[src/rtl/pipeline_hazard_ctrl.sv]
// Hazard, forwarding and flush control for an in-order pipeline; a scoreboard shifts one entry per post-ID stage.
// Outputs are combinational from the scoreboard and ID inputs; counters saturate at all-ones.
module pipeline_hazard_ctrl #(
  parameter int REG_NUMBER   = 5,
  parameter int DEPTH        = 3,
  parameter int MEM_LAT      = 1,
  parameter int BRANCH_IN_EX = 0,
  parameter int ZERO_REG     = 1,
  parameter int CNT_WIDTH    = 16
) (
  input  logic                       clk,
  input  logic                       rst,
  input  logic                       id_valid,
  input  logic [REG_NUMBER-1:0]      id_rs1,
  input  logic [REG_NUMBER-1:0]      id_rs2,
  input  logic                       id_use_rs1,
  input  logic                       id_use_rs2,
  input  logic [REG_NUMBER-1:0]      id_rd,
  input  logic                       id_reg_write,
  input  logic                       id_mem_read,
  input  logic                       branch_taken,
  output logic                       stall,
  output logic                       pc_write,
  output logic                       if_id_write,
  output logic                       flush_if_id,
  output logic [$clog2(DEPTH)-1:0]   fwd_a,
  output logic [$clog2(DEPTH)-1:0]   fwd_b,
  output logic [CNT_WIDTH-1:0]       stall_count,
  output logic [CNT_WIDTH-1:0]       flush_count
);

  localparam int FW = $clog2(DEPTH);

  typedef struct packed {
    logic                  valid;
    logic [REG_NUMBER-1:0] rd;
    logic                  reg_write;
    logic                  mem_read;
    logic [REG_NUMBER-1:0] rs1;
    logic [REG_NUMBER-1:0] rs2;
    logic                  use_rs1;
    logic                  use_rs2;
  } entry_t;

  entry_t sb [DEPTH];

  logic load_hit;
  logic branch_q;
  logic squash;

  function automatic logic dep(entry_t p, logic [REG_NUMBER-1:0] s, logic use_s);
    return p.valid && p.reg_write && use_s && (p.rd == s) &&
           ((ZERO_REG == 0) || (p.rd != '0));
  endfunction

  // Only loads still short of their data stage can force a stall.
  always_comb begin
    load_hit = 1'b0;
    for (int j = 0; j < MEM_LAT; j++) begin
      if (sb[j].mem_read &&
          (dep(sb[j], id_rs1, id_use_rs1) || dep(sb[j], id_rs2, id_use_rs2)))
        load_hit = 1'b1;
    end
  end

  always_comb begin
    branch_q    = (branch_taken === 1'b1) && rst;
    stall       = 1'b0;
    flush_if_id = 1'b0;
    squash      = 1'b0;
    if (BRANCH_IN_EX != 0) begin
      // A taken branch in EX kills the ID instruction, so its stall is moot.
      flush_if_id = branch_q && sb[0].valid;
      squash      = flush_if_id;
      stall       = id_valid && load_hit && !flush_if_id;
    end else begin
      stall       = id_valid && load_hit;
      flush_if_id = branch_q && !stall;
    end
  end

  assign pc_write    = ~stall;
  assign if_id_write = ~stall;

  // Scan oldest to youngest so the youngest matching producer is selected.
  always_comb begin
    fwd_a = '0;
    fwd_b = '0;
    for (int k = DEPTH - 1; k >= 1; k--) begin
      if (sb[0].valid && dep(sb[k], sb[0].rs1, sb[0].use_rs1)) fwd_a = FW'(k);
      if (sb[0].valid && dep(sb[k], sb[0].rs2, sb[0].use_rs2)) fwd_b = FW'(k);
    end
  end

  always_ff @(posedge clk or negedge rst) begin
    if (!rst) begin
      for (int k = 0; k < DEPTH; k++) sb[k] <= '0;
      stall_count <= '0;
      flush_count <= '0;
    end else begin
      for (int k = DEPTH - 1; k >= 1; k--) sb[k] <= sb[k-1];
      if (stall || squash) begin
        sb[0] <= '0;
      end else begin
        sb[0].valid     <= id_valid;
        sb[0].rd        <= id_rd;
        sb[0].reg_write <= id_reg_write;
        sb[0].mem_read  <= id_mem_read;
        sb[0].rs1       <= id_rs1;
        sb[0].rs2       <= id_rs2;
        sb[0].use_rs1   <= id_use_rs1;
        sb[0].use_rs2   <= id_use_rs2;
      end
      if (stall && (stall_count != {CNT_WIDTH{1'b1}}))
        stall_count <= stall_count + 1'b1;
      if (flush_if_id && (flush_count != {CNT_WIDTH{1'b1}}))
        flush_count <= flush_count + 1'b1;
    end
  end

endmodule

[config.mk]
export PLATFORM = sky130hd
export DESIGN_NAME = pipeline_hazard_ctrl
export DESIGN_NICKNAME = d
export VERILOG_FILES = /design/src/rtl/pipeline_hazard_ctrl.sv
export SDC_FILE = /design/constraint.sdc
export NUM_CORES = 1
export LEC_CHECK = 0
export ABC_AREA = 1
export CORE_MARGIN = 4
export CORE_UTILIZATION = 53
export CTS_CLUSTER_DIAMETER = 40
export DETAILED_ROUTE_END_ITERATION = 6
export MAX_ROUTING_LAYER = met4
export PLACE_DENSITY = 0.8
export RECOVER_POWER = 100
export SLEW_MARGIN = 10
export SYNTH_ARGS = -nofsm -noshare
export SYNTH_HDL_FRONTEND = slang
export SYNTH_SLANG_ARGS = --single-unit
[constraint.sdc]
create_clock -name clk -period 1.7 [get_ports clk]
set_clock_uncertainty 0.15 [all_clocks]
set_input_delay 0.17 -clock clk [delete_from_list [all_inputs] [get_ports clk]]
set_output_delay 0.17 -clock clk [all_outputs]
set_load 0.01 [all_outputs]
After elaboration in Yosys (flattened, before gate mapping)
Cells that the tools add are included.

word-level totals
  memory bits (writable) = 0
  memories kept = 0
  register bits = 66
  input bits = 23
  bits in read-only memories = 0
  output and inout bits = 40
  logic and storage cells = 70
  latch bits = 0

cells by class
  multipliers = 0
  reduce and logical (&&, ||, !) cells = 36
  shifts and indexed selects = 0
  add/subtract/negate cells = 2
  div/mod/pow operators = 0
  equal/unequal tests = 9
  bitwise gates (word level) = 1
  muxes and demuxes = 6
  order comparisons = 0

operators with widths
  cell                                              number
  adder 16 x 1 -> 16 bit (second input constant)    2
  != test 16 bit (second input constant)            2
  logical AND 1 bit                                 31
  equality test 5 bit                               6
  2-to-1 mux 20 bit                                 1
  nonzero test 5 bit                                3
  2-to-1 mux 2 bit                                  4
  case equality test 1 bit (second input constant)  1
  zero test 1 bit                                   1
  logical OR 1 bit                                  1
  2-to-1 mux 1 bit                                  1
  NOT 1 bit                                         1

Depth between registers and ports, before layout
  depth in word-level cells = 11
  mapped depth = 11
  mapped depth without buffers = 10

Least setup slack after synthesis
Ideal clock, no wire load.

  kind = register to register
  start = register stall_count[0]
  end = register stall_count[3]
  clock period less this slack = 1.653 ns
  cell stages (with the launch flop) = 10
  buffers on the path = 1
  arrival time = 1.386 ns
  data required time = 1.434 ns
  slack = 0.047 ns
  library setup time = 0.116 ns
  cells stage by stage = dfrtp_1 > ha_1 > nand3_2 > inv_1 > nand4_1 > nand4_2 > inv_2 > buf_4 > nand2_1 > nand2_1

between the ends
  cells in the longest elaborated chain, start to end = 2
  elaborated cells between the ends (all ways) = 3
  classes of those cells = add/sub: 1; eq/ne: 1; reduce/logical: 1

ends and longest elaborated chain
  element                                                         line  source
  from (decl)                                                     28    output logic [CNT_WIDTH-1:0] stall_count,
  from (signal assigned)                                          115   stall_count <= stall_count + 1'b1;
  branches (longest 2 deep; another with adder 16 x 1 -> 16 bit)  -

Parallel ways; which one is timed is not known.
A chain may end at the register's enable or synchronous reset.

Worst setup path after layout
  start = register sb[59] in the netlist's numbering
  end = output port flush_if_id

between the ends
  cells in the longest elaborated chain, start to end = 10
  elaborated cells between the ends (all ways) = 13
  classes of those cells = mux: 1; reduce/logical: 12

ends and longest elaborated chain
  element                         line  source
  from (decl)                     45    entry_t sb [DEPTH];
  logical AND 1 bit (*)           52    return p.valid && p.reg_write && use_s && (p.rd == s) &&
  logical AND 1 bit (3 in a row)  52
  logical OR 1 bit (*)            61    (dep(sb[j], id_rs1, id_use_rs1) || dep(sb[j], id_rs2, id_use_rs2)))
  logical AND 1 bit (*)           60    if (sb[j].mem_read &&
  2-to-1 mux 1 bit (*)            60
  logical AND 1 bit (*)           77    stall = id_valid && load_hit;
  zero test 1 bit (*)             78    flush_if_id = branch_q && !stall;
  logical AND 1 bit (*)           78
  to (decl)                       25    output logic flush_if_id,

Every way passes the cells marked *; elsewhere a longest branch is shown, timed or not.

==> results summary <==
The detailed-route wire length came out at 9.40 mm. The number of nets in the synthesized netlist is roughly 500. The I/O pin count came out at 63.

The area growth from synthesis to layout came out at 43.1%. The number of hold violations in the final report is 0. The worst-margin pin slew came out at ~0.8 ns. The number of nets with antenna violations after detailed routing came out at 0. Setup repair after global routing could not meet its margin everywhere. The half-perimeter wire length after detailed placement came out at roughly 6.3 mm.

The violation count after the first detailed-routing iteration is ~210. The final reports fail on setup timing. The first global-routing pass estimated 14.6 mm of wire.

The post-place setup slack is -0.475 ns. For this run, the total global-route usage over all layers was measured as 0.222. The areal power density over the cells came out at slightly below 800 nW/um2. In this design, the largest share of critical-path delay is due to simple AND/OR/NAND/NOR gates.

The portion of the clock cycle consumed by the worst path in the final layout is 1.13. The max-slew violation count is 0. For this configuration, the core starts out at a cell density of 0.554. The count of port buffers added during placement came out at between 60 and 70. The summed area of non-filler cells in the final layout is 5120 um2. In this run the tightest slew margin relative to its limit is 0.456. The total area inside the core boundary comes to 6460 um2. The sink count of the clock tree is 66. The critical path goes through buf_6, nand3_1, nor2_1, nand3_1, nand2_2, nand3_4, nand2_2, inv_2, buf_6. The number of cell rows is 29. In this run the mean area of a mapped cell was between 7 and 8 um2. On the critical path, the stage with the largest delay is an instance of sky130_fd_sc_hd__dfrtp_1.

The number of buffer and inverter instances along the worst setup path is 3. The detailed-route vias per instance came out at between 5 and 6. The startpoint type of the worst setup path is a flip-flop. The chip width is about 90 um. The number of antenna repair diodes came out at 0.

The leakage dissipation is roughly 2.9 nW. Synthesis instantiated 32 different standard cells from the library. TritonCTS built the clock tree.

The share of the yosys chip area belonging to registers is 0.461. The die is approximately 90 um tall. The die footprint came out at 8140 um2. The instance count of the mapped netlist is approximately 470. The critical path data required time came out at around 1.4 ns.

Across all hold checks on the routed design, the worst slack comes to between 0.15 and 0.2 ns. The count of warnings emitted by yosys is 0. The pin count of the biggest net entering global routing is 67. The critical path is of the flip-flop to output pin type. The run finished, with violations left.

The total vias in the final route is about 3500. The total number of nets in the final design came out at 624. The number of global-route vias before repair came out at 3318. The placed standard-cell area is roughly 4600 um2. The largest vdd supply drop is ~0.67 mV. The H-tree generated during clock tree synthesis spans 3 levels. The total overflow left after global routing is 0. In the final routed layout, each cell accounts on average for 13.8 um. The clock-pin slew reported for the worst setup and hold paths after clock tree synthesis is 0.07 ns.

The final routed DRC violation total is 0. The congestion estimate from routability-driven global placement came to 0.950. The synthesized netlist occupies a cell area of 3580 um2. The source-to-sink clock delay at the later pin of the worst-skew pair is 0.34 ns. The total iterations of the first detailed-routing run came out at 4. The tool flagged a number of max-cap violations equal to 0.

The count of final setup violators came out at 58. The share of layout cells above drive strength 1 is 0.224. The initial antenna violation count is 0. Buffers inserted during clock tree synthesis total 9.

Along the worst path, the maximum fanout reaches 8. Clock tree synthesis selected as its root buffer the cell sky130_fd_sc_hd__clkbuf_8. The peak clock frequency supported by timing came out at a little over 500 MHz. STA classifies the critical path endpoint as an output pin. The path class of the tightest hold or removal check is input pin to flip-flop. The maximum clock insertion buffer count is 2. Subtracting the final worst setup slack from the clock period gives 1.92 ns.

The number of synthesized register bits is between 60 and 70. The longest individual stage delay on the worst path came out at 0.37 ns. The setup slack of the critical path after layout came out at -0.224 ns.

Data on the critical path arrives at its endpoint at 1.60 ns.
flip-flops by register name, summed over array words and instances (netlist names):
name         cells
flush_count     16
stall_count     16
sb              34
cells in the final DEF (no fill, tap or decap), types with 3 or more instances in the layout:
master | Yosys | layout
sky130_fd_sc_hd__nand2_1 | 164 | 158
sky130_fd_sc_hd__inv_1 | 77 | 73
sky130_fd_sc_hd__dfrtp_1 | 66 | 62
sky130_fd_sc_hd__buf_4 | 3 | 57
sky130_fd_sc_hd__clkdlybuf4s50_1 | 0 | 31
sky130_fd_sc_hd__nor2_1 | 33 | 30
sky130_fd_sc_hd__nand3_1 | 32 | 27
sky130_fd_sc_hd__nand4_1 | 21 | 21
sky130_fd_sc_hd__xor2_1 | 16 | 16
sky130_fd_sc_hd__dlymetal6s2s_1 | 0 | 14
sky130_fd_sc_hd__xnor2_1 | 12 | 10
sky130_fd_sc_hd__clkbuf_8 | 0 | 10
sky130_fd_sc_hd__inv_2 | 6 | 9
sky130_fd_sc_hd__buf_2 | 4 | 8
sky130_fd_sc_hd__dlygate4sd2_1 | 0 | 8
sky130_fd_sc_hd__nand2_2 | 1 | 6
sky130_fd_sc_hd__nor3_1 | 7 | 6
sky130_fd_sc_hd__nand3_2 | 1 | 5
sky130_fd_sc_hd__dfrtp_2 | 0 | 4
sky130_fd_sc_hd__o21ai_2 | 3 | 3
sky130_fd_sc_hd__nor2_2 | 1 | 3
sky130_fd_sc_hd__bufinv_16 | 0 | 3
sky130_fd_sc_hd__buf_6 | 3 | 3
repair_timing:
item	in CTS	in global routing
endpoints found under the setup margin	48	74
hold endpoints to repair	66	0
hold buffers	1	0
setup buffers	6	7
gates resized for setup	54	46
gates cloned	0	1
pin swaps	9	13
Yosys cell counts (all sizes together):
cell      n  area (um2)
nor2     34         130
nand4    23         156
xor2     16         140
nand3b    1        7.51
nand3    34         188
clkbuf    2        7.51
a211oi    1        7.51
nand2   165         622
buf      11        80.1
dfrtp    66        1650
xnor2    12         105
o21ai     5        36.3
nor4      4        25.0
o211ai    1        7.51
inv      83         312
a21boi    1        7.51
ha        2        25.0
nor3      8        45.0
a21oi     3        15.0
o22ai     2        12.5
per-layer routing:
layer  vias to the layer above  wire length (um)  track usage  part of all wire
met5                         -                 0            -                 0
met4                         0               198       0.0663             0.021
met3                        25               364       0.0409             0.039
met2                       118              4830        0.373              0.51
met1                      1651              4000        0.274              0.43
li1                       1717                 -            -                 -
worst register-to-register path: cells and delay by family, from the launching register on:
family,cells,cell delay [ns]
DFF,1,0.37
buffers and inverters,5,0.61
and+or+nand+nor,6,0.58
cell families after synthesis:
| group | synth area share |
|---|---|
| buffers and inverters | 0.111 |
| and+or+nand+nor | 0.328 |
| xor gates and xnor gates | 0.0685 |
| adders and majority gates | 0.00699 |
| AOI/OAI and AO/OA | 0.0241 |
| DFF | 0.461 |
layout make-up:
cell class	instances	area [um2]
fill	420	1330
sequential	66	1660
tap	77	96.3
timing repair buffer	127	1140
inverter	83	314
clock inverter	6	114
multi-input combinational	312	1660
clock buffer	10	138
power by group:
part           leakage [nW]  total [mW]  switching, mW  internal (mW)
sequential            0.833        1.75         0.0917           1.66
combinational          1.92       0.581          0.285          0.296
clock                 0.119        1.64          0.622           1.02
total                  2.88        3.97           1.00           2.97
final timing paths:
| kind | slack, ns | start | end | cells after the start |
|---|---|---|---|---|
| worst min register to register | 0.24 | sb[39] | sb[19] | 0 |
| min in group asynchronous | 0.40 | rst | sb[52] | 3 |
| max in group asynchronous | 0.41 | rst | sb[36] | 3 |
| worst max-delay path | -0.22 | sb[59] | flush_if_id | 9 |
| worst max register to register | -0.12 | sb[59] | sb[47] | 11 |
| worst min-delay path | 0.20 | id_rd[2] | sb[56] | 3 |
metrics by stage:
stage / cells / total power [mW] / TNS [ns] / utilization
after floorplan: 474 / 1.99 / 0 / -
after global placement: 650 / 2.28 / -14.00 / 0.711
after detailed placement: 650 / 2.30 / -13.39 / 0.711
after CTS: 673 / 3.96 / -3.29 / 0.758
after global routing: 681 / 4.13 / -10.99 / 0.793
final: 681 / 3.97 / -5.25 / 0.793
No activity file was read; power rests on OpenSTA's default activity.
